## src/rtl/mem_arb_pkg.sv

```systemverilog
// Shared types and helpers for the main-memory arbiter.
// Burst length decode is kept here so the arbiter and any future users agree on it.
package mem_arb_pkg;

    typedef enum logic {
        IDLE,
        BURST
    } arb_state_e;

    typedef enum logic {
        OWN_DATA,
        OWN_FETCH
    } owner_e;

    localparam int unsigned BEAT_W = 5;

    function automatic logic [BEAT_W-1:0] beats(input logic [1:0] access_size);
        logic [BEAT_W-1:0] n;
        case (access_size)
            2'd0:    n = 5'd1;
            2'd1:    n = 5'd4;
            2'd2:    n = 5'd8;
            default: n = 5'd16;
        endcase
        return n;
    endfunction

endpackage

```

## src/rtl/mem_arb_beat_cnt.sv

```systemverilog
// Remaining-beat counter for an outstanding read burst.
// Loads on issue, counts down once per returned beat, flags the final beat.
module mem_arb_beat_cnt
    import mem_arb_pkg::*;
(
    input  logic              clk,
    input  logic              rst,
    input  logic              load,
    input  logic [BEAT_W-1:0] load_beats,
    output logic              last
);

    logic [BEAT_W-1:0] count;

    always_ff @(posedge clk) begin
        if (rst) begin
            count <= '0;
        end else if (load) begin
            count <= load_beats;
        end else if (count != '0) begin
            count <= count - 5'd1;
        end
    end

    assign last = (count == 5'd1);

endmodule

```

## src/rtl/mem_arbiter.sv

```systemverilog
// Arbitrates the single main-memory port between fetch (bursts) and the mem stage
// (single words), sequences read beats and routes returned data to the owner.
module mem_arbiter
    import mem_arb_pkg::*;
#(
    parameter int unsigned STARVE_LIMIT = 4
) (
    input  logic        clk,
    input  logic        rst,
    input  logic        d_req,
    input  logic [31:0] d_addr,
    input  logic        d_rnw,
    input  logic [1:0]  d_store_size,
    input  logic [31:0] d_wdata,
    output logic        d_gnt,
    output logic        d_rvalid,
    output logic [31:0] d_rdata,
    output logic        d_stall,
    input  logic        f_req,
    input  logic [31:0] f_addr,
    input  logic [1:0]  f_access_size,
    output logic        f_gnt,
    output logic        f_rvalid,
    output logic [31:0] f_rdata,
    output logic        f_stall,
    output logic        mem_enable,
    output logic [31:0] mem_addr,
    output logic        mem_rnw,
    output logic [1:0]  mem_access_size,
    output logic [1:0]  mem_store_size,
    output logic [31:0] mem_wdata,
    input  logic [31:0] mem_rdata,
    input  logic        mem_busy
);

    localparam int unsigned SW = (STARVE_LIMIT > 0) ? $clog2(STARVE_LIMIT + 1) : 1;

    arb_state_e        state;
    owner_e            owner;
    logic [SW-1:0]     starve_cnt;
    logic              last_beat;
    logic              can_issue;
    logic              starve_sat;
    logic              fetch_sel;
    logic              accept;
    logic              issue_read;
    logic [BEAT_W-1:0] load_beats;

    assign starve_sat = (starve_cnt == SW'(STARVE_LIMIT));
    // Issue is only possible with nothing pending, or as the final beat returns.
    assign can_issue  = (state == IDLE) || ((state == BURST) && last_beat);
    assign fetch_sel  = f_req && (!d_req || starve_sat);
    assign accept     = can_issue && !mem_busy && (d_req || f_req) && !rst;

    assign d_gnt      = accept && !fetch_sel;
    assign f_gnt      = accept && fetch_sel;
    assign d_stall    = d_req && !d_gnt;
    assign f_stall    = f_req && !f_gnt;

    assign issue_read = f_gnt || (d_gnt && d_rnw);
    assign load_beats = f_gnt ? beats(f_access_size) : 5'd1;

    assign d_rdata    = mem_rdata;
    assign f_rdata    = mem_rdata;

    mem_arb_beat_cnt u_beat_cnt (
        .clk        (clk),
        .rst        (rst),
        .load       (issue_read),
        .load_beats (load_beats),
        .last       (last_beat)
    );

    always_comb begin
        mem_enable      = 1'b0;
        mem_addr        = '0;
        mem_rnw         = 1'b0;
        mem_access_size = '0;
        mem_store_size  = '0;
        mem_wdata       = '0;
        if (d_gnt) begin
            mem_enable      = 1'b1;
            mem_addr        = d_addr;
            mem_rnw         = d_rnw;
            mem_store_size  = d_store_size;
            mem_wdata       = d_wdata;
        end else if (f_gnt) begin
            mem_enable      = 1'b1;
            mem_addr        = f_addr;
            mem_rnw         = 1'b1;
            mem_access_size = f_access_size;
        end
    end

    // rvalid flags are registered alongside state so they track (state==BURST & owner).
    always_ff @(posedge clk) begin
        if (rst) begin
            state    <= IDLE;
            owner    <= OWN_DATA;
            d_rvalid <= 1'b0;
            f_rvalid <= 1'b0;
        end else if (issue_read) begin
            state    <= BURST;
            owner    <= f_gnt ? OWN_FETCH : OWN_DATA;
            d_rvalid <= d_gnt;
            f_rvalid <= f_gnt;
        end else if ((state == BURST) && last_beat) begin
            state    <= IDLE;
            d_rvalid <= 1'b0;
            f_rvalid <= 1'b0;
        end
    end

    always_ff @(posedge clk) begin
        if (rst || !f_req || f_gnt) begin
            starve_cnt <= '0;
        end else if (d_gnt && !starve_sat) begin
            starve_cnt <= starve_cnt + 1'b1;
        end
    end

endmodule

```

## config.mk

```make
export PLATFORM = sky130hd
export DESIGN_NAME = mem_arbiter
export DESIGN_NICKNAME = d
export VERILOG_FILES = /design/src/rtl/mem_arb_pkg.sv /design/src/rtl/mem_arb_beat_cnt.sv /design/src/rtl/mem_arbiter.sv
export SDC_FILE = /design/constraint.sdc
export NUM_CORES = 1
export LEC_CHECK = 0
export CELL_PAD_IN_SITES_DETAIL_PLACEMENT = 0
export CELL_PAD_IN_SITES_GLOBAL_PLACEMENT = 1
export CORE_ASPECT_RATIO = 1.5
export CORE_MARGIN = 8
export CORE_UTILIZATION = 15
export CTS_BUF_LIST = sky130_fd_sc_hd__clkbuf_8 sky130_fd_sc_hd__clkbuf_16
export DETAILED_ROUTE_END_ITERATION = 16
export MAX_ROUTING_LAYER = met4
export PLACE_DENSITY_LB_ADDON = 0.1
export SLEW_MARGIN = 0
export SYNTH_ARGS = -nofsm -noshare
export SYNTH_HDL_FRONTEND = slang
export SYNTH_HIERARCHICAL = 1
export SYNTH_SLANG_ARGS = --single-unit
```

## constraint.sdc

```tcl
create_clock -name clk -period 6.51 [get_ports clk]
set_input_delay 1.953 -clock clk [delete_from_list [all_inputs] [get_ports clk]]
set_output_delay 1.953 -clock clk [all_outputs]
set_load 0.01 [all_outputs]
```

After elaboration in Yosys (flattened, before gate mapping)
Index checks and enable logic that the tools add are counted.
{ "word_totals": {"reg_bits": 11, "input_bits": 138, "out_inout_bits": 140} }
{ "op_classes": {"n_addsub": 2, "n_eq_ne": 4, "muxes": 17, "bitwise_logic": 1, "n_reduce_logical": 29} }
{ "ops": {"columns": ["operator", "count"], "rows": [
  ["$mux 32", 3],
  ["$mux 5", 3],
  ["$pmux 5 s3", 1],
  ["$logic_and 1x1->1", 11],
  ["$logic_not 1->1", 8],
  ["$mux 1", 7],
  ["$logic_or 1x1->1", 6],
  ["$mux 2", 3],
  ["$eq 5x1->1 const B", 1],
  ["$reduce_bool 5->1", 1],
  ["$sub 5x1->5 const B", 1],
  ["$reduce_bool 2->1", 2],
  ["$add 3x1->3 const B", 1],
  ["$eq 3x3->1 const B", 1],
  ["$eq 2x1->1 const B", 1],
  ["$eq 2x2->1 const B", 1],
  ["$logic_not 2->1", 1],
  ["$not 1->1", 1]
]} }

Logic depth before layout (Yosys ltp)
{ "depth": {"ltp_word": 10, "mapped_depth": 11} }

By module
Netlist, hierarchy kept.
{ "by_module_without_submodules": {"columns": ["module", "n_inst", "cells_each", "area_each_um2", "seq_area_each_um2"], "rows": [
  ["mem_arbiter", 1, 231, 1547.7, 120.1],
  ["mem_arb_beat_cnt", 1, 35, 309.0, 100.1]
]} }

Worst setup path after synthesis
No wires, ideal clock.
{ "synth_timing": {"kind": "input -> output", "start": "input port rst", "end": "output port mem_addr[10]", "t_arrival_ns": 3.003, "required_time_ns": 4.557, "setup_slack_ns": 1.554, "path_stages": 5, "path_buffers": 2, "cell_sequence": "or2_1 -> or2_2 -> buf_2 -> buf_6 -> nor2_1"} }
{ "synth_via": {"elab_chain_len": 5, "elab_cells_between_ends": 6, "cone_classes": "2 x mux; 4 x reduce/logical"} }
{ "synth_lines": {"columns": ["item", "line_no", "text"], "rows": [
  ["start, declared", "mem_arbiter.sv:9", "input logic rst,"],
  ["$logic_not 1->1 (*)", "mem_arbiter.sv:53", "assign accept = can_issue && !mem_busy && (d_req || f_req) && !rst;"],
  ["$logic_and 1x1->1 (*)", "mem_arbiter.sv:53", null],
  ["$logic_and 1x1->1", "mem_arbiter.sv:56", "assign f_gnt = accept && fetch_sel;"],
  ["$mux 32", "mem_arbiter.sv:87", "end else if (f_gnt) begin"],
  ["$mux 32 (*)", "mem_arbiter.sv:81", "if (d_gnt) begin"],
  ["end, declared", "mem_arbiter.sv:27", "output logic [31:0] mem_addr,"]
]} }
Mark *: on every way between the ends. The rest lies on a longest branch, timed or not.

Worst setup path after layout
{ "layout_timing": {"start": "input port d_req", "end": "output port mem_wdata[9]"} }
{ "layout_via": {"elab_chain_len": 6, "elab_cells_between_ends": 9, "cone_classes": "1 x mux; 8 x reduce/logical"} }
{ "layout_lines": {"columns": ["item", "line_no", "text"], "rows": [
  ["start, declared", "mem_arbiter.sv:10", "input logic d_req,"],
  ["$logic_not 1->1", "mem_arbiter.sv:52", "assign fetch_sel = f_req && (!d_req || starve_sat);"],
  ["$logic_or 1x1->1", "mem_arbiter.sv:52", null],
  ["$logic_and 1x1->1", "mem_arbiter.sv:52", null],
  ["$logic_not 1->1", "mem_arbiter.sv:55", "assign d_gnt = accept && !fetch_sel;"],
  ["$logic_and 1x1->1 (*)", "mem_arbiter.sv:55", null],
  ["$mux 32 (*)", "mem_arbiter.sv:81", null],
  ["end, declared", "mem_arbiter.sv:31", "output logic [31:0] mem_wdata,"]
]} }
Marked as above.

==> flow_summary.json <==
{
  "status": "finished clean",
  "criticalPathCategory": "input pin to output port",
  "clkLatencyLatePin_ns": 0.24,
  "synth_area_um2": 1860,
  "yosysTopAreaCell": "buf_4",
  "min_period_over_period_pct": 93.6,
  "hpwl_um": 8650,
  "hold_depth": 2,
  "fill_cells": 1387,
  "power_density_nw_per_um2": 134,
  "clockBufferDepth": 2,
  "worstPathArrival_ns": 4.14,
  "cts_tree": "yes",
  "synthesis.nets": 408,
  "postCtsHoldBufs": 0,
  "ys_ff_latch": 11,
  "tns_ns": 0,
  "postRouteWirelength_um": 10000,
  "slew_violations": 0,
  "period_minus_slack_ns": 6.09,
  "ys_seq_area_share_pct": 11.9,
  "clock_sinks": 11,
  "startpoint_type": "input pin",
  "avgViaCountPerCell": 4.03,
  "synth_cells": 266,
  "grt_pass1_vias": 2339,
  "synth_cell_types": 38,
  "die_y_um": 152,
  "power.total_uw": 460,
  "critPathMaxFanout": 37,
  "path_clk_slew_ns": 0.04,
  "num_rows": 50,
  "ir_worst_vdd_uv": 86.3,
  "grt_overflow": 0,
  "antenna_left": 0,
  "grt_use_total_pct": 12.2,
  "ios": 278,
  "power.leakage_uw": 0.00125,
  "drc": 0,
  "core_um2": 12300,
  "reg2regPathDepth": 8,
  "avgRoutedWirePerCell_um": 18.8,
  "avgSynthCellArea_um2": 6.98,
  "n_antenna_cell": 0,
  "grt_pass1_wl_um": 14500,
  "worstSetupEndpointType": "output port",
  "finalClockSkew_ns": 0.000914,
  "place.gp.congestion": 0.741,
  "dieWidth_um": 107,
  "root_buffer": "clkbuf_16",
  "ys_top_cells_by_area": "buf_4 27%, a22oi_1 13%, and2_1 12%",
  "cap_violations": 0,
  "cts_max_level": 1,
  "worst_slack_ns": 0.418,
  "syn2layout_area_growth_pct": 84.6,
  "max_freq_mhz": 164,
  "cts-resized-gates": 0,
  "layout-drive-gt1-share_pct": 3.99,
  "start_util_pct": 15.1,
  "post_cts_buffers": 0,
  "worst_pin_slew_ns": 0.759,
  "nets": 519,
  "drt_iter0_drc": 58,
  "cts-buffers-inserted": 3,
  "antenna_found_initial": 0,
  "relSlewSlack_pct": 49.4,
  "grt_start_max_net_pins": 39,
  "yosys_warnings": 6,
  "yosys.area.top_type_share_pct": 26.7,
  "num_vias": 2143,
  "port_buffers": 181,
  "hold_violations": 0,
  "drt_pass1_iterations": 4,
  "hold_class": "register to register",
  "cp.required_ns": 4.56,
  "preCtsSetupSlack_ns": 0.365,
  "fp.dieArea_um2": 16300,
  "rsz0062_at_grt": "no",
  "setup_viol": 0
}
state kept, by name (all words and copies together) (netlist names):
name              count
starve_cnt            3
f_rvalid              1
u_beat_cnt/count      5
state                 1
d_rvalid              1
path summary, 6_finish.rpt:
kind                                                    endpoint  slack, ns                              from
worst min-delay path                       d_rvalid$_SDFFE_PP0P_       0.46             d_rvalid$_SDFFE_PP0P_
worst max-delay path                                mem_wdata[9]       0.42                             d_req
worst min register to register             d_rvalid$_SDFFE_PP0P_       0.46             d_rvalid$_SDFFE_PP0P_
worst max register to register  u_beat_cnt/count[1]$_SDFFE_PP0P_       3.61  u_beat_cnt/count[1]$_SDFFE_PP0P_
cell usage in the layout, fill, tap and decap left out, drive strengths merged, types with 2 or more instances in the layout:
cell             n
clkdlybuf4s50  181
nand2           13
or3              2
or2              2
a22oi           32
xnor2            2
nor2            39
ha               4
dfxtp           11
and3             3
a31oi            2
nand4            2
or4b             2
nor2b            4
o211ai           2
a21oi            5
nor3             2
buf              6
and2            37
nor4b            2
or4              2
inv              8
clkbuf           3
metal layers:
| layer | up-vias | global-route usage [%] | share of wire (%) |
|---|---|---|---|
| met5 | - | - | 0 |
| met2 | 87 | 23.4 | 57 |
| met3 | 41 | 2.62 | 6.3 |
| li1 | 1052 | - | - |
| met4 | 0 | 6.40 | 4.9 |
| met1 | 963 | 10.5 | 32 |
area by class of cell:
class,count,area [um2],share of cell area (%)
clock buffer,3,75.1,2.19
clock inverter,1,3.75,0.109
sequential,11,220,6.42
inverter,7,26.3,0.766
multi-input combinational,167,1040,30.3
timing repair buffer,187,1870,54.5
tap,156,195,5.69
through the flow:
| step | hold WS (ns) | util [%] | instance area (um2) | std cells |
|---|---|---|---|---|
| after floorplan | 0.448 | - | 1860 | 266 |
| after global placement | 0.451 | 27.3 | 3350 | 528 |
| after detailed placement | 0.460 | 27.3 | 3350 | 528 |
| after CTS | 0.466 | 28.0 | 3430 | 532 |
| after global routing | 0.495 | 28.0 | 3430 | 532 |
| final | 0.458 | 28.0 | 3430 | 532 |
kinds of logic (layout without fill, tap and decap cells):
family                   after synthesis  in the layout  synth area share (%)
buffers and inverters                 88            198                  32.2
AND/OR/NAND/NOR                      112            112                  33.2
flip-flops                            11             11                  11.9
adder cells (fa/ha/maj)                4              4                  2.70
XOR/XNOR                               2              2                 0.944
AO/OA/AOI/OAI                         48             48                  18.9
other                                  1              1                 0.202
cell usage after synthesis:
cell / number
nand2_1: 13
nor2_1: 39
or4b_1: 2
buf_1: 1
nor2b_1: 4
conb_1: 1
or2_2: 1
nand4b_1: 1
and3_1: 3
clkbuf_1: 8
or3_2: 2
o2bb2ai_1: 1
xnor2_1: 2
and2_0: 1
nand4_1: 2
buf_4: 66
a41o_1: 1
a21boi_2: 1
o211ai_1: 2
buf_6: 2
ha_1: 4
nor3_1: 2
and2_1: 36
clkbuf_2: 2
a31oi_1: 2
inv_1: 7
a21oi_1: 5
a22oi_1: 32
nor4b_4: 2
o22ai_1: 1
a211oi_1: 1
a211o_1: 1
dfxtp_1: 11
buf_2: 2
or4_1: 2
o21ai_0: 1
or2_1: 1
nand3_1: 1
critical path, stage by stage:
cell and delay (ns):
clkdlybuf4s50_1 0.66, inv_1 0.16, nor4b_4 0.28, buf_4 0.31, and2_1 0.17, clkdlybuf4s50_1 0.59
where the power goes:
group / total [uW] / internal [uW] / switching, uW
clock network: 113 / 80.8 / 32.2
logic: 251 / 153 / 97.5
registers: 96.0 / 81.1 / 14.8
total: 460 / 315 / 144
No activity file was read; power rests on OpenSTA's default activity.
